`src/rtl/note_recorder.sv`:
```
// Run-length encodes the live (note, pitch) sample taken on each beat pulse into
// (note, pitch, beat) entries and streams them into the song RAM write port.
module note_recorder #(
  parameter int AW       = 10,
  parameter int DEPTH    = 1023,
  parameter int MAX_BEAT = 15
) (
  input  logic          clk,
  input  logic          rst,
  input  logic [9:0]    note,
  input  logic [4:0]    pitchshift,
  input  logic          rec_en,
  input  logic          pulse,
  input  logic          clear,
  output logic          wr_en,
  output logic [AW-1:0] wr_addr,
  output logic [9:0]    wr_note,
  output logic [4:0]    wr_pit,
  output logic [3:0]    wr_beat,
  output logic [AW-1:0] rec_len,
  output logic          recording,
  output logic          full
);

  typedef enum logic [2:0] {IDLE, ARM, RUN, FLUSH, DONE} state_t;

  localparam logic [AW-1:0] LAST_ADDR = AW'(DEPTH - 1);
  localparam logic [3:0]    BEAT_MAX  = 4'(MAX_BEAT);

  state_t     state;
  logic [9:0] cur_note;
  logic [4:0] cur_pit;
  logic [3:0] cnt;
  logic       extend;
  logic       close_entry;

  // A sample extends the open entry only if it matches and the beat field has room.
  function automatic logic extends_entry(input logic [9:0] n, input logic [4:0] p,
                                         input logic [9:0] cn, input logic [4:0] cp,
                                         input logic [3:0] c);
    return (n == cn) && (p == cp) && (c < BEAT_MAX);
  endfunction

  always_comb begin
    extend      = extends_entry(note, pitchshift, cur_note, cur_pit, cnt);
    close_entry = 1'b0;
    if (!clear) begin
      if (state == FLUSH)
        close_entry = 1'b1;
      else if (state == RUN && rec_en && pulse && !extend)
        close_entry = 1'b1;
    end
  end

  always_ff @(posedge clk or posedge rst) begin
    if (rst) begin
      state     <= IDLE;
      cur_note  <= '0;
      cur_pit   <= '0;
      cnt       <= '0;
      wr_en     <= 1'b0;
      wr_addr   <= '0;
      wr_note   <= '0;
      wr_pit    <= '0;
      wr_beat   <= '0;
      rec_len   <= '0;
      recording <= 1'b0;
      full      <= 1'b0;
    end else begin
      wr_en <= 1'b0;
      if (clear) begin
        state     <= IDLE;
        rec_len   <= '0;
        full      <= 1'b0;
        wr_addr   <= '0;
        recording <= 1'b0;
      end else begin
        case (state)
          IDLE: begin
            if (rec_en) begin
              state     <= ARM;
              wr_addr   <= '0;
              rec_len   <= '0;
              full      <= 1'b0;
              recording <= 1'b1;
            end
          end
          ARM: begin
            if (!rec_en) begin
              state     <= IDLE;
              recording <= 1'b0;
            end else if (pulse) begin
              cur_note <= note;
              cur_pit  <= pitchshift;
              cnt      <= 4'd1;
              state    <= RUN;
            end
          end
          RUN: begin
            // Dropping rec_en wins over a coincident pulse.
            if (!rec_en) begin
              state     <= FLUSH;
              recording <= 1'b0;
            end else if (pulse) begin
              if (extend) begin
                cnt <= cnt + 4'd1;
              end else begin
                cur_note <= note;
                cur_pit  <= pitchshift;
                cnt      <= 4'd1;
              end
            end
          end
          FLUSH: state <= DONE;
          DONE: begin
            if (!rec_en) state <= IDLE;
          end
          default: begin
            state     <= IDLE;
            recording <= 1'b0;
          end
        endcase

        if (close_entry) begin
          wr_en   <= 1'b1;
          wr_addr <= rec_len;
          wr_note <= cur_note;
          wr_pit  <= cur_pit;
          wr_beat <= cnt;
          rec_len <= rec_len + 1'b1;
          // Last slot written: stop for good, any pending sample is dropped.
          if (rec_len == LAST_ADDR) begin
            full      <= 1'b1;
            state     <= DONE;
            recording <= 1'b0;
          end
        end
      end
    end
  end

endmodule
```
`config.mk`:
```
export PLATFORM = sky130hd
export DESIGN_NAME = note_recorder
export DESIGN_NICKNAME = d
export VERILOG_FILES = /design/src/rtl/note_recorder.sv
export SDC_FILE = /design/constraint.sdc
export NUM_CORES = 1
export LEC_CHECK = 0
export BUFFER_PORTS_ARGS = -buffer_cell sky130_fd_sc_hd__buf_4
export CORE_UTILIZATION = 49
export CTS_BUF_LIST = sky130_fd_sc_hd__clkbuf_4 sky130_fd_sc_hd__clkbuf_8 sky130_fd_sc_hd__clkbuf_16
export DETAILED_ROUTE_END_ITERATION = 8
export HOLD_SLACK_MARGIN = 0.05
export MAX_ROUTING_LAYER = met4
export PLACE_DENSITY = 0.78
export RECOVER_POWER = 50
export SKIP_CTS_REPAIR_TIMING = 1
export SYNTH_ARGS = -nofsm -noshare
export SYNTH_HDL_FRONTEND = slang
export SYNTH_SLANG_ARGS = --single-unit
```
`constraint.sdc`:
```
create_clock -name clk -period 2 [get_ports clk]
set_input_delay 0.2 -clock clk [delete_from_list [all_inputs] [get_ports clk]]
set_output_delay 0.2 -clock clk [all_outputs]
set_load 0.03 [all_outputs]
```
== After elaboration in Yosys (flattened, before gate mapping) ==
Cells that the tools add are included.
W data, S select, Z words.

* $lt $le $gt $ge: 1
* Add/subtract/negate cells: 2
* Bitwise gates (word level): 1
* Equality and inequality tests: 12
* Reductions and logical operators: 16
* Multiplexer cells: 49

{| class="wikitable"
|+ Operators by type and width
! cell !! number
|-
| $mux W10 || 11
|-
| $mux W5 || 5
|-
| $mux W3 || 8
|-
| $mux W4 || 5
|-
| $pmux W10 S2 || 1
|-
| $mux W1 || 15
|-
| $pmux W3 S5 || 1
|-
| $add A10 B1 Y10 const B || 1
|-
| $eq A10 B10 Y1 || 1
|-
| $eq A10 B10 Y1 const B || 1
|-
| $ne A2 B2 Y1 const B || 5
|-
| $pmux W5 S2 || 1
|-
| $pmux W4 S2 || 1
|-
| $reduce_and A7 Y1 || 1
|-
| $eq A3 B2 Y1 const B || 2
|-
| $reduce_and A6 Y1 || 1
|-
| $reduce_bool A3 Y1 || 2
|-
| $eq A5 B5 Y1 || 1
|-
| $logic_and A1 B1 Y1 || 5
|-
| $add A4 B1 Y4 const B || 1
|-
| $lt A4 B4 Y1 const B || 1
|-
| $reduce_and A2 Y1 || 2
|-
| $reduce_or A2 Y1 || 2
|-
| $eq A3 B1 Y1 const B || 1
|-
| other kinds (6) || 6
|}

* Output and inout port bits: 42
* Input bits: 20
* Bits in registers: 64
* Logic and storage cells: 93

== Longest topological paths before layout ==
* Depth in word-level cells: 10
* Gate-level depth with buffers: 9
* Depth with buffers taken out: 7

== Worst setup path before layout ==
Ideal clock, no wire load.

* Kind: reg-to-reg
* From: reg cnt[0]
* To: reg cur_note[0]
* Setup slack: -0.182 ns
* Required time: 1.875 ns
* Path buffers: 2
* Library setup time: 0.125 ns
* Cell stages (with the launch flop): 10
* Data arrival time: 2.058 ns
* Path through: dfrtp_1 ha_1 nand3_1 nand4_1 or4_4 a21oi_1 or2_1 buf_4 buf_6 mux2_2

* Longest elaborated chain between the ends: 4

{| class="wikitable"
|+ RTL lines
! what !! RTL line !! RTL
|-
| start: declaration || 33 || <nowiki>logic [3:0] cnt;</nowiki>
|-
| start signal: assignment || 106 || <nowiki>cnt <= cnt + 4'd1;</nowiki>
|-
| $lt A4 B4 Y1 || 41 || <nowiki>return (n == cn) && (p == cp) && (c < BEAT_MAX);</nowiki>
|-
| $logic_and A1 B1 Y1 || 41 ||
|-
| $ne A2 B2 Y1 (no source line) || n/a ||
|-
| $reduce_and A7 Y1 (no source line) || n/a ||
|-
| end signal: assignment || 93 || <nowiki>cur_note <= note;</nowiki>
|-
| end signal: assignment || 108 || <nowiki>cur_note <= note;</nowiki>
|-
| end: declaration || 31 || <nowiki>logic [9:0] cur_note;</nowiki>
|}

Every way passes these cells.
A chain may end at the register's enable or synchronous reset.

== Worst setup path in the final report ==
* From: reg cur_note[3]
* To: reg cur_note[5]

* Longest elaborated chain between the ends: 5

{| class="wikitable"
|+ RTL lines
! what !! RTL line
|-
| $eq A10 B10 Y1 || 41
|-
| $logic_and A1 B1 Y1 (2 in series) || 41
|-
| $ne A2 B2 Y1 (no source line) || n/a
|-
| $reduce_and A7 Y1 (no source line) || n/a
|}

Every way passes these cells.

==> impl_metrics.tcl <==
set metrics [dict create \
    run_status "complete, but fails checks" \
    failed_checks "negative setup slack" \
    dr.pass1.iters 4 \
    critPathMaxFanout 8 \
    number_of_nets_produced_by_synthesis 274 \
    holdCritStartpoint "pitchshift[4]" \
    die_w_um 81.3 \
    grt_start_max_net_pins 27 \
    place.gp.congestion 0.815 \
    timing.final.setup_violations 54 \
    globalRoute.totalOverflow 0 \
    post_route_cells_drive_above_1_share_pct 39.4 \
    total_leakage_power_nw 1.90 \
    avgRoutedWirePerCell_um 16.8 \
    die_area_um2 6600 \
    grt_util_all_layers_pct 21.9 \
    clock-sinks 64 \
    grt_pass1_vias 2235 \
    final_common_cell "dfrtp_1" \
    syn-mean-instance-area_um2 12.3 \
    io_buffers 61 \
    post_synth_inst_count 251 \
    clockBufferDepth 2 \
    final_util_pct 67.8 \
    max_cap_viols 0 \
    grt_antenna_before_repair 0 \
    clkSlewWorstSetupHoldPaths_ps 70 \
    antennaDiodeCount 0 \
    cts_root_buffer "clkbuf_8" \
    area_delta_synth_final_pct 31.9 \
    cp_data_required_time_ps 2220 \
    ys_warn_count 0 \
    unrepaired_setup_endpoints_after_global_routing "yes" \
    slew-limit-headroom_pct 35.2 \
    min_path_type "input pin to flop" \
    detailroute.via_count 2332 \
    clkLatencyLatePin_ps 340 \
    maximum_vdd_ir_drop_uv 522 \
    worst-slew-pin-transition_ps 970 \
    core_um2 5990 \
    die-height_um 81.3 \
    standard_cell_row_count 28 \
    final-max-slew-violation-count 0 \
    final-hold-violation-count 0 \
    path_cells "xnor2_1 > nand4_1 > or4_4 > a21oi_2 > or2_4 > buf_12 > mux2_4" \
    postLayoutSetupSlackWorst_ps -184 \
    setup.worst_path.start_class "flop" \
    remaining_drc_errors 0 \
    detailed_place_hpwl_um 4690 \
    power-per-cell-area_nw_per_um2 880 \
    antenna_violation_net_count_after_detailed_routing 0 \
    initialDrtViolationCount 116 \
    initial_utilization_pct 51.4 \
    worst_ep_arrival_time_ps 2400 \
    number_of_buffers_added_by_the_clock_tree_synthesis_step 9 \
    pin_count 62 \
    cts_max_level 3 \
    max_freq_mhz 458 \
    commonest_non_fill_non_tap_cells_in_the_layout "dfrtp_1, buf_4, mux2_4" \
    wirelength_um 7120 \
    hold-worst-slack_ps 110 \
    kind_of_capture_point_of_the_worst_setup_path "flop" \
    crit_path_from "cur_note[3]$_DFFE_PP0P_" \
    num-nets-final 369 \
    reg2reg_from "cur_note[3]$_DFFE_PP0P_" \
    crit_type "flop to flop" \
    yosysSeqAreaShare_pct 52.0 \
    worst_path_largest_cell_delay_ps 580 \
    yosys_register_bits 64 \
    finalWorstPathRequiredPeriod_ps 2180 \
    first_pass_grt_wire_length_um 10400 \
    tritoncts "yes" \
    fillerInstances 465 \
    clock_skew_ps 6.60 \
    critical_path_slowest_stage_cell "or4_4" \
    mappedNetlistArea_um2 3080 \
    synth_cell_types 45 \
    layout_worst_path_cycle_share_pct 109 \
    avgViaCountPerCell 5.49 \
]
-- state kept, by name, summed over array words and instances, names as in the netlist --
signal and count:
wr_beat 4, rec_len 10, wr_addr 10, cur_pit 5, wr_en 1, wr_note 10, wr_pit 5, full 1
cur_note 10, state 3, cnt 4, recording 1
-- metal layers --
layer  global-route usage [%]  share of wire [%]  vias up
met2                     34.4                 50       64
met4                     8.39                1.6        0
li1                         -                  -     1106
met3                     5.39                4.0       14
met5                        -                  0        -
met1                     27.2                 45     1148
-- worst max-delay path: cells and delay by family, from the launching register on --
kind / cells / cell delay, ps
AND/OR/NAND/NOR: 3 / 870
flip-flops: 1 / 390
multiplexers: 1 / 310
XOR/XNOR: 1 / 190
AO/OA/AOI/OAI: 1 / 170
buffers and inverters: 1 / 150
-- metrics by stage --
stage	instances	setup TNS, ps	instance area [µm²]	power (mW)	setup WS [ps]
global placement	404	-5510	3820	2.52	-154
detailed placement	404	-6520	3820	2.54	-203
floorplan	251	-2560	3100	2.15	-143
CTS	419	-7370	3990	3.54	-227
global route	425	-12850	4060	3.73	-286
finish	425	-7220	4060	3.57	-184
-- final timing paths --
kind,endpoint,slack [ps],depth (start not counted)
max in group asynchronous,state[0]$_DFF_PP0_,450,4
hold reg to reg,full$_DFF_PP0_,490,1
hold / removal,cur_pit[4]$_DFFE_PP0P_,110,2
setup / recovery,cur_note[5]$_DFFE_PP0P_,-180,7
setup reg to reg,cur_note[5]$_DFFE_PP0P_,-180,7
min in group asynchronous,wr_note[7]$_DFFE_PP0P_,640,3
-- cell type report --
class                      instances  area [µm²]  share of cell area (%)
sequential                        64        1600                    39.4
multi-input combinational        170        1470                    36.1
timing repair buffer              97         708                    17.4
clock buffer                      12         159                    3.91
tap                               75        93.8                    2.31
clock inverter                     3        17.5                   0.431
inverter                           4        15.0                   0.370
-- where the power goes --
group	leakage, nW	internal [mW]	switching (mW)
Sequential	0.857	1.48	0.130
Clock	0.0917	0.520	0.480
Combinational	0.951	0.519	0.449
-- cell usage after synthesis (all sizes together) --
master	n	area [µm²]
a21o	2	15.0
a21oi	10	61.3
a31o	12	105
a31oi	2	12.5
a32o	1	10.0
and2	4	25.0
and3	2	12.5
buf	8	72.6
clkbuf	5	18.8
dfrtp	64	1600
ha	3	37.5
inv	4	15.0
mux2	34	450
nand2	8	30.0
nand2b	1	6.26
nand3	7	35.0
nand3b	1	7.51
nand4	6	37.5
nor2	13	51.3
nor2b	4	25.0
nor3	6	35.0
nor3b	8	60.1
nor4	1	6.26
o21a	2	15.0
o21ai	7	35.0
o221a	1	11.3
o22a	1	8.76
o22ai	1	6.26
o31a	1	8.76
o31ai	3	22.5
o32a	1	10.0
or2	1	6.26
or3	4	25.0
or4	5	41.3
xnor2	16	140
xor2	2	17.5
-- cell families after synthesis --
| kind of cell | after synthesis | share of synthesized area [%] |
|---|---|---|
| DFF | 64 | 52.0 |
| muxes | 34 | 14.6 |
| xor gates and xnor gates | 18 | 5.12 |
| and+or+nand+nor | 71 | 13.1 |
| AOI/OAI and AO/OA | 44 | 10.4 |
| adders and majority gates | 3 | 1.22 |
| buffers and inverters | 17 | 3.45 |
Power figures use the tool's default switching activity.
